### src/rtl/subt_pkg.sv
// Shared types and defaults for the subtractor operand loader.
package subt_pkg;

    typedef enum logic [1:0] {
        WAIT_A = 2'b00,
        WAIT_B = 2'b01,
        CALC   = 2'b10,
        DONE   = 2'b11
    } loader_state_t;

    localparam int unsigned DEFAULT_N = 4;

endpackage

### src/rtl/rise_detect.sv
// Rising-edge detector: one-cycle pulse when the level goes from 0 to 1.
module rise_detect #(
    parameter logic PREV_RESET = 1'b1
) (
    input  logic clk,
    input  logic rst,
    input  logic level,
    output logic pulse
);

    logic prev;

    // Track the previous sample; resetting high blocks a press held across reset release.
    always_ff @(posedge clk or posedge rst) begin
        if (rst) begin
            prev <= PREV_RESET;
        end else begin
            prev <= level;
        end
    end

    assign pulse = level & ~prev;

endmodule

### src/rtl/subt_operand_loader.sv
// Captures A then B from a shared bus on load presses, drives the subtractor
// and registers its difference and carry-out for display.
module subt_operand_loader
    import subt_pkg::*;
#(
    parameter int unsigned N = DEFAULT_N
) (
    input  logic         clk,
    input  logic         rst,
    input  logic [N-1:0] data_in,
    input  logic         load_btn,
    input  logic         clear,
    output logic [N-1:0] a_out,
    output logic [N-1:0] b_out,
    output logic         cin_out,
    input  logic [N-1:0] diff_in,
    input  logic         cout_in,
    output logic [N-1:0] result,
    output logic         result_cout,
    output logic         result_valid,
    output logic [1:0]   state_o
);

    loader_state_t state_q, state_d;
    logic [N-1:0]  a_d, b_d, result_d;
    logic          result_cout_d, result_valid_d;
    logic          load_rise;

    rise_detect #(
        .PREV_RESET(1'b1)
    ) u_rise_detect (
        .clk  (clk),
        .rst  (rst),
        .level(load_btn),
        .pulse(load_rise)
    );

    // State and datapath registers.
    always_ff @(posedge clk or posedge rst) begin
        if (rst) begin
            state_q      <= WAIT_A;
            a_out        <= '0;
            b_out        <= '0;
            result       <= '0;
            result_cout  <= 1'b0;
            result_valid <= 1'b0;
        end else begin
            state_q      <= state_d;
            a_out        <= a_d;
            b_out        <= b_d;
            result       <= result_d;
            result_cout  <= result_cout_d;
            result_valid <= result_valid_d;
        end
    end

    // Next-state and register updates; clear overrides any pending load.
    always_comb begin
        state_d        = state_q;
        a_d            = a_out;
        b_d            = b_out;
        result_d       = result;
        result_cout_d  = result_cout;
        result_valid_d = result_valid;
        if (clear) begin
            state_d        = WAIT_A;
            a_d            = '0;
            b_d            = '0;
            result_d       = '0;
            result_cout_d  = 1'b0;
            result_valid_d = 1'b0;
        end else begin
            unique case (state_q)
                WAIT_A: begin
                    if (load_rise) begin
                        a_d     = data_in;
                        state_d = WAIT_B;
                    end
                end
                WAIT_B: begin
                    if (load_rise) begin
                        b_d     = data_in;
                        state_d = CALC;
                    end
                end
                CALC: begin
                    // Presses landing here are dropped on purpose.
                    result_d       = diff_in;
                    result_cout_d  = cout_in;
                    result_valid_d = 1'b1;
                    state_d        = DONE;
                end
                DONE: begin
                    if (load_rise) begin
                        a_d            = data_in;
                        result_valid_d = 1'b0;
                        state_d        = WAIT_B;
                    end
                end
                default: state_d = WAIT_A;
            endcase
        end
    end

    assign cin_out = 1'b1;
    assign state_o = state_q;

endmodule

### config.mk
export PLATFORM = sky130hd
export DESIGN_NAME = subt_operand_loader
export DESIGN_NICKNAME = d
export VERILOG_FILES = /design/src/rtl/subt_pkg.sv /design/src/rtl/rise_detect.sv /design/src/rtl/subt_operand_loader.sv
export SDC_FILE = /design/constraint.sdc
export NUM_CORES = 1
export LEC_CHECK = 0
export CAP_MARGIN = 10
export CORE_MARGIN = 4
export CORE_UTILIZATION = 23
export DETAILED_ROUTE_END_ITERATION = 10
export HOLD_SLACK_MARGIN = 0.08
export PLACE_DENSITY = 0.58
export SLEW_MARGIN = 20
export SYNTH_ARGS = -nofsm -noshare
export SYNTH_HDL_FRONTEND = slang
export SYNTH_SLANG_ARGS = --single-unit
export TNS_END_PERCENT = 5
### constraint.sdc
create_clock -name clk -period 4.31 [get_ports clk]
set_clock_uncertainty 0.1 [all_clocks]
set_input_delay 0.431 -clock clk [delete_from_list [all_inputs] [get_ports clk]]
set_output_delay 0.431 -clock clk [all_outputs]
set_load 0.02 [all_outputs]
==> results of run 1 <==
-- cell type report --
cell class	instances	area [um^2]
fillers	341	2040
clock buffers	4	26.3
well taps	44	55.1
flip-flops and latches	17	427
inverters	3	11.3
repair buffers	28	280
multi-input cells	43	317
-- metal layers --
| layer | vias to the layer above | track usage [%] |
|---|---|---|
| met5 | - | 0 |
| met4 | 0 | 3.81 |
| met3 | 2 | 3.23 |
| met2 | 14 | 12.8 |
| met1 | 278 | 9.76 |
| li1 | 272 | - |
-- state kept, by name (all words and copies together), names as in the netlist --
signal / cells
u_rise_detect.prev: 1
result_cout: 1
result: 4
result_valid: 1
a_out: 4
state_o: 2
b_out: 4
-- power breakdown --
group	switching, mW	internal (mW)
clock network	0.0455	0.0359
logic	0.116	0.116
registers	0.0245	0.189
total	0.186	0.341
-- final timing paths --
kind                            startpoint          to  slack, ns  cells past startpoint
worst min-delay path                   rst    b_out[2]       0.42                      2
max in group asynchronous              rst   result[2]       3.28                      2
worst min register to register   result[3]   result[3]       0.44                      2
min in group clk                 result[3]   result[3]       0.44                      2
worst max register to register  state_o[0]  state_o[0]       2.73                      4
worst max-delay path            state_o[0]  state_o[0]       2.42                      1
-- cell usage in the layout (no fill, tap or decap) --
| cell type | instances |
|---|---|
| a21boi_1 | 1 |
| a21o_1 | 1 |
| a21oi_1 | 2 |
| a311oi_1 | 1 |
| clkbuf_1 | 1 |
| clkbuf_4 | 3 |
| clkdlybuf4s50_1 | 28 |
| conb_1 | 1 |
| dfrtp_1 | 16 |
| dfstp_2 | 1 |
| ha_1 | 4 |
| inv_1 | 3 |
| mux2i_1 | 13 |
| nand2_1 | 2 |
| nand2b_1 | 1 |
| nand3b_2 | 2 |
| nor2_1 | 13 |
| o21bai_1 | 1 |
| or2_1 | 1 |
-- metrics by stage --
step / area, um^2 / setup WS [ns]
after floorplan: 777 / 2.75
after global placement: 1090 / 2.64
after detailed placement: 1090 / 2.59
after CTS: 1120 / 2.40
after global routing: 1120 / 2.37
final: 1120 / 2.42
-- cell families (layout without fill, tap and decap cells) --
logic type | after synthesis | count (layout) | share of synthesized area [%]
buffers and inverters | 7 | 35 | 4.35
and+or+nand+nor | 19 | 19 | 11.8
AOI/OAI and AO/OA | 6 | 6 | 5.32
DFF | 17 | 17 | 54.9
muxes | 13 | 13 | 16.7
other | 1 | 1 | 0.483
adders and majority gates | 4 | 4 | 6.44
==> run metrics, run 1 <==
Seq/Total Area, Yosys a little over half; HP Class input pin to asynchronous set/reset pin; Pwr Total between 500 and 600 uW; FFs w/ async S/R, synth between 90% and 100%; initial antenna violation count 0; Synth top area share between 50% and 60%; first-pass GRT wire length 2.73 mm; biggest area consumer among synthesized cells dfrtp_1; Die Wd about 66 um; Yosys reg bits 17; CP Class flip-flop to output pin; Worst Hold Margin about 0.42 ns; setup TNS 0 ns; RSZ-0062 raised after global routing false; Core Region 0.00315 mm^2; GRT overflow 0; Avg Inst Size Synth ~12 um^2; largest net degree at the start of global routing 18; WL final around 1.7 mm; Post-synth EDFFs 0; CP Data Arrival Time 1.36 ns; worst path bufs/invs 1; max_cap viols 0; DR vias roughly 570; initial DRC count 15; vias per std cell just over 4; Synth Flop Type dfrtp_1; final hold viol count 0; crit-path leading delay family buffers and inverters; fin crit period roughly 1.9 ns; top cell types by occurrence after synthesis 16 x dfrtp_1, 13 x mux2i_1, 13 x nor2_1, 4 x ha_1; worst-skew pair later-pin latency 0.28 ns; Initial Util between 20% and 30%; share of cells above drive strength 1 6.32%; placed cell count ~140; Final Util between 30 and 40%; Remaining DRCs 0; CTS tree yes; nets ~110; Crit Path Max Fanout 5; Syn Inst Count 67; met1 WL 695 um; maximum vdd drop around 100 uV; Non-Filler Instances roughly 140; post-synth net total 84; Num CTS Buffers 3; gr usage total under 10%; number of global-route vias before repair slightly below 600; num ports 30; clock sinks 17; H-tree levels 1; Max-Slew Margin vs Limit 57.7%; # Post-CTS Setup Buffers 0; Clock Tree Root clkbuf_4; first drt pass iteration count 4; part of the cycle the worst path needs a little over two fifths; Critical Path Source Type flip-flop; Yosys warning total 0; gpl congestion between 0.7 and 0.8; uppermost layer routed met4; antenna cells 0; Die ar. approximately 0.0044 mm^2; Pins Over Slew Limit 0; num rows 20; # resized after CTS 0; CP Data Required Time ~3.8 ns; hold buffers post-CTS 0; wire length on met2 approximately 900 um; clock buffer depth 2; final setup vio count 0; Die H 66.1 um; met3 routed WL roughly 140 um; critical-path cell list clkdlybuf4s50_1; LEAKAGE around 0.53 nW; CP endpoint kind output pin; Least-Margin Pin Slew 0.633 ns; HPWL Detailed 1.35 mm; antenna viol nets, final 0; Port Buffer Count 28; clock transition at the registers of the reported paths around 0.090 ns; Netlist cell types 18; Synth area leaders dfrtp_1 52%, mux2i_1 17%, ha_1 6.4%, nor2_1 6.3%, dfstp_2 3.4%; status finished clean; Cell Pwr Density 472 mW/mm^2; Slowest Stage Delay on Critical Path around 0.64 ns; synthesis-to-finish area growth 43.6%; f_max 530 MHz; post-synth design cell area around 800 um^2; crit path max-delay cell type clkdlybuf4s50_1; drt wl/cell 12.5 um; top-count cell post-synth dfrtp_1
Note: power is estimated with default switching activity, not from simulation.
==> run 2: changes to the inputs <==
==> constraint.sdc (replaced) <==
create_clock -name clk -period 1.8 [get_ports clk]
set_clock_uncertainty 0.1 [all_clocks]
set_input_delay 0.18 -clock clk [delete_from_list [all_inputs] [get_ports clk]]
set_output_delay 0.18 -clock clk [all_outputs]
set_load 0.02 [all_outputs]
==> run metrics, run 2 (synthesis gave the netlist of run 1 again) <==
number of cells on the worst reg-to-reg path 4 (unchanged); CP endpoint kind output pin (unchanged); Worst Hold Margin 0.0961 ns (was 0.422 ns); fin crit period between 1.5 and 2 ns; f_max just over 600 MHz; Crit Path Max Fanout 5 (unchanged); status finished clean (unchanged); CP Data Required Time 1.52 ns (was 3.78 ns); crit path max-delay cell type clkdlybuf4s50_1 (unchanged); CP Data Arrival Time 1.34 ns (was 1.36 ns); Pwr Total 1.26 mW (was 527 uW); first-pass GRT wire length 2.77 mm (was 2.73 mm); final hold viol count 0 (unchanged); clock buffer depth 2 (unchanged); CP Class flip-flop to output pin (unchanged); Pins Over Slew Limit 0 (unchanged); Num CTS Buffers 3 (unchanged); most common cell after layout, fill and taps aside clkdlybuf4s50_1 (unchanged); Core Region 0.00315 mm^2 (unchanged); synthesis-to-finish area growth 45.7% (was 43.6%); critical-path cell list clkdlybuf4s50_1 (unchanged); fillcell total 345 (was 341); placed cell count 137 (was 135); Setup WS post-layout 0.184 ns (was 2.42 ns); Non-Filler Instances 141 (was 139); worst-skew pair later-pin latency 0.28 ns (about the same); RSZ-0062 raised after global routing false (unchanged); Cell Pwr Density 1110 mW/mm^2 (was 472 mW/mm^2); final setup vio count 0 (unchanged); hold buffers post-CTS 0 (unchanged); crit-path leading delay family buffers and inverters (unchanged); num ports 30 (unchanged); worst reg2reg startpoint state_o[0] (unchanged); # Post-CTS Setup Buffers 0 (unchanged); part of the cycle the worst path needs 89.8%; FF-to-FF setup slack 0.28 ns (was 2.73 ns); # resized after CTS 0 (unchanged); largest net degree at the start of global routing 18 (unchanged); most frequent cells in the layout 28 x clkdlybuf4s50_1, 16 x dfrtp_1, 13 x mux2i_1, 13 x nor2_1, 4 x ha_1 (unchanged); Top Registers a_out: 4 flops, b_out: 4 flops, result: 4 flops (unchanged); HPWL Detailed 1.28 mm (was 1.35 mm); GRT overflow 0 (unchanged); initial DRC count 11 (was 15); H-tree levels 1 (unchanged); Clock Tree Root clkbuf_4 (unchanged); multi-input combinational cell area 317 um^2 (unchanged); setup TNS 0 ns (unchanged); Initial Util 24.6% (unchanged); num rows 20 (unchanged); sequential cell area 427 um^2 (unchanged); vias per std cell 4.01 (was 4.07); Die H 66.1 um (unchanged); clock transition at the registers of the reported paths 0.10 ns (was 0.09 ns); first drt pass iteration count 4 (unchanged); gpl congestion 0.743 (was 0.762); CTS tree yes (unchanged); nets 115 (was 113); DR vias 566 (unchanged); WL final 1.65 mm (was 1.74 mm); Remaining DRCs 0 (unchanged); antenna viol nets, final 0 (unchanged); Critical Path Source Type flip-flop (unchanged); share of cells above drive strength 1 9.28% (was 6.32%); drt wl/cell 11.7 um (was 12.5 um); pre-CTS WS 0.286 ns (was 2.59 ns); Slowest Stage Delay on Critical Path 0.63 ns (was 0.64 ns); HP Class input pin to asynchronous set/reset pin (unchanged); maximum vdd drop 239 uV (was 104 uV); max_cap viols 0 (unchanged); worst r2r dst state_o[0] (unchanged); Die ar. 0.00437 mm^2 (unchanged); Port Buffer Count 28 (unchanged); worst path bufs/invs 1 (unchanged); gr usage total 8.30% (was 8.17%); number of global-route vias before repair 615 (was 597); LEAKAGE 0.547 nW (was 0.534 nW); clock sinks 17 (unchanged); initial antenna violation count 0 (unchanged); Die Wd 66.1 um (unchanged); antenna cells 0 (unchanged)
-- run 2: per-layer routing --
layer | global-route usage [%] | vias up | share of wire, %
li1 | - | 278 | -
met1 | 11.0 | 274 | 46
met2 | 12.1 | 14 | 48
met3 | 3.23 | 0 | 6.0
met4 | 3.05 | 0 | 0
met5 | 0 | - | 0
-- run 2: layout make-up --
cell class                      count  share of cell area (%)
Sequential cell                    17                    37.7
Multi-Input combinational cell     43                    28.0
Timing Repair Buffer               30                    26.1
Tap cell                           44                    4.86
Clock buffer                        3                    1.99
Inverter                            3                   0.994
Clock inverter                      1                   0.442
-- run 2: worst max-delay path by stage --
stage	startpoint	end	slack, ns	depth (start not counted)
after floorplan	state_o[0]	state_o[0]	0.24	4
after global placement	state_o[0]	state_o[0]	0.34	4
after detailed placement	state_o[0]	state_o[0]	0.29	4
after CTS	state_o[0]	state_o[0]	0.16	1
after global routing	state_o[1]	state_o[1]	0.11	1
final	state_o[0]	state_o[0]	0.18	1
-- run 2: per-stage QoR --
step | utilization [%] | instance area (um^2)
3_3_place_gp | 35.0 | 1100
5_1_grt | 35.9 | 1130
4_1_cts | 35.9 | 1130
2_1_floorplan | - | 777
3_5_place_dp | 35.0 | 1100
6_report | 35.9 | 1130
-- run 2: report_power, final --
group / leakage [nW] / switching (mW) / total (mW) / internal (mW)
Sequential: 0.228 / 0.0546 / 0.508 / 0.453
Combinational: 0.301 / 0.277 / 0.558 / 0.281
Clock: 0.0177 / 0.112 / 0.195 / 0.0824
Total: 0.547 / 0.444 / 1.26 / 0.816
==> run 3: changes to the inputs <==
--- a/config.mk
+++ b/config.mk
@@ -11,7 +11,8 @@
 export DETAILED_ROUTE_END_ITERATION = 10
 export HOLD_SLACK_MARGIN = 0.08
 export PLACE_DENSITY = 0.58
-export SLEW_MARGIN = 20
+export SETUP_SLACK_MARGIN = 0.02
+export SLEW_MARGIN = 5
 export SYNTH_ARGS = -nofsm -noshare
 export SYNTH_HDL_FRONTEND = slang
 export SYNTH_SLANG_ARGS = --single-unit
==> results of run 3 <==
Same layout as run 2: the final DEF is identical, and so are final timing and power.
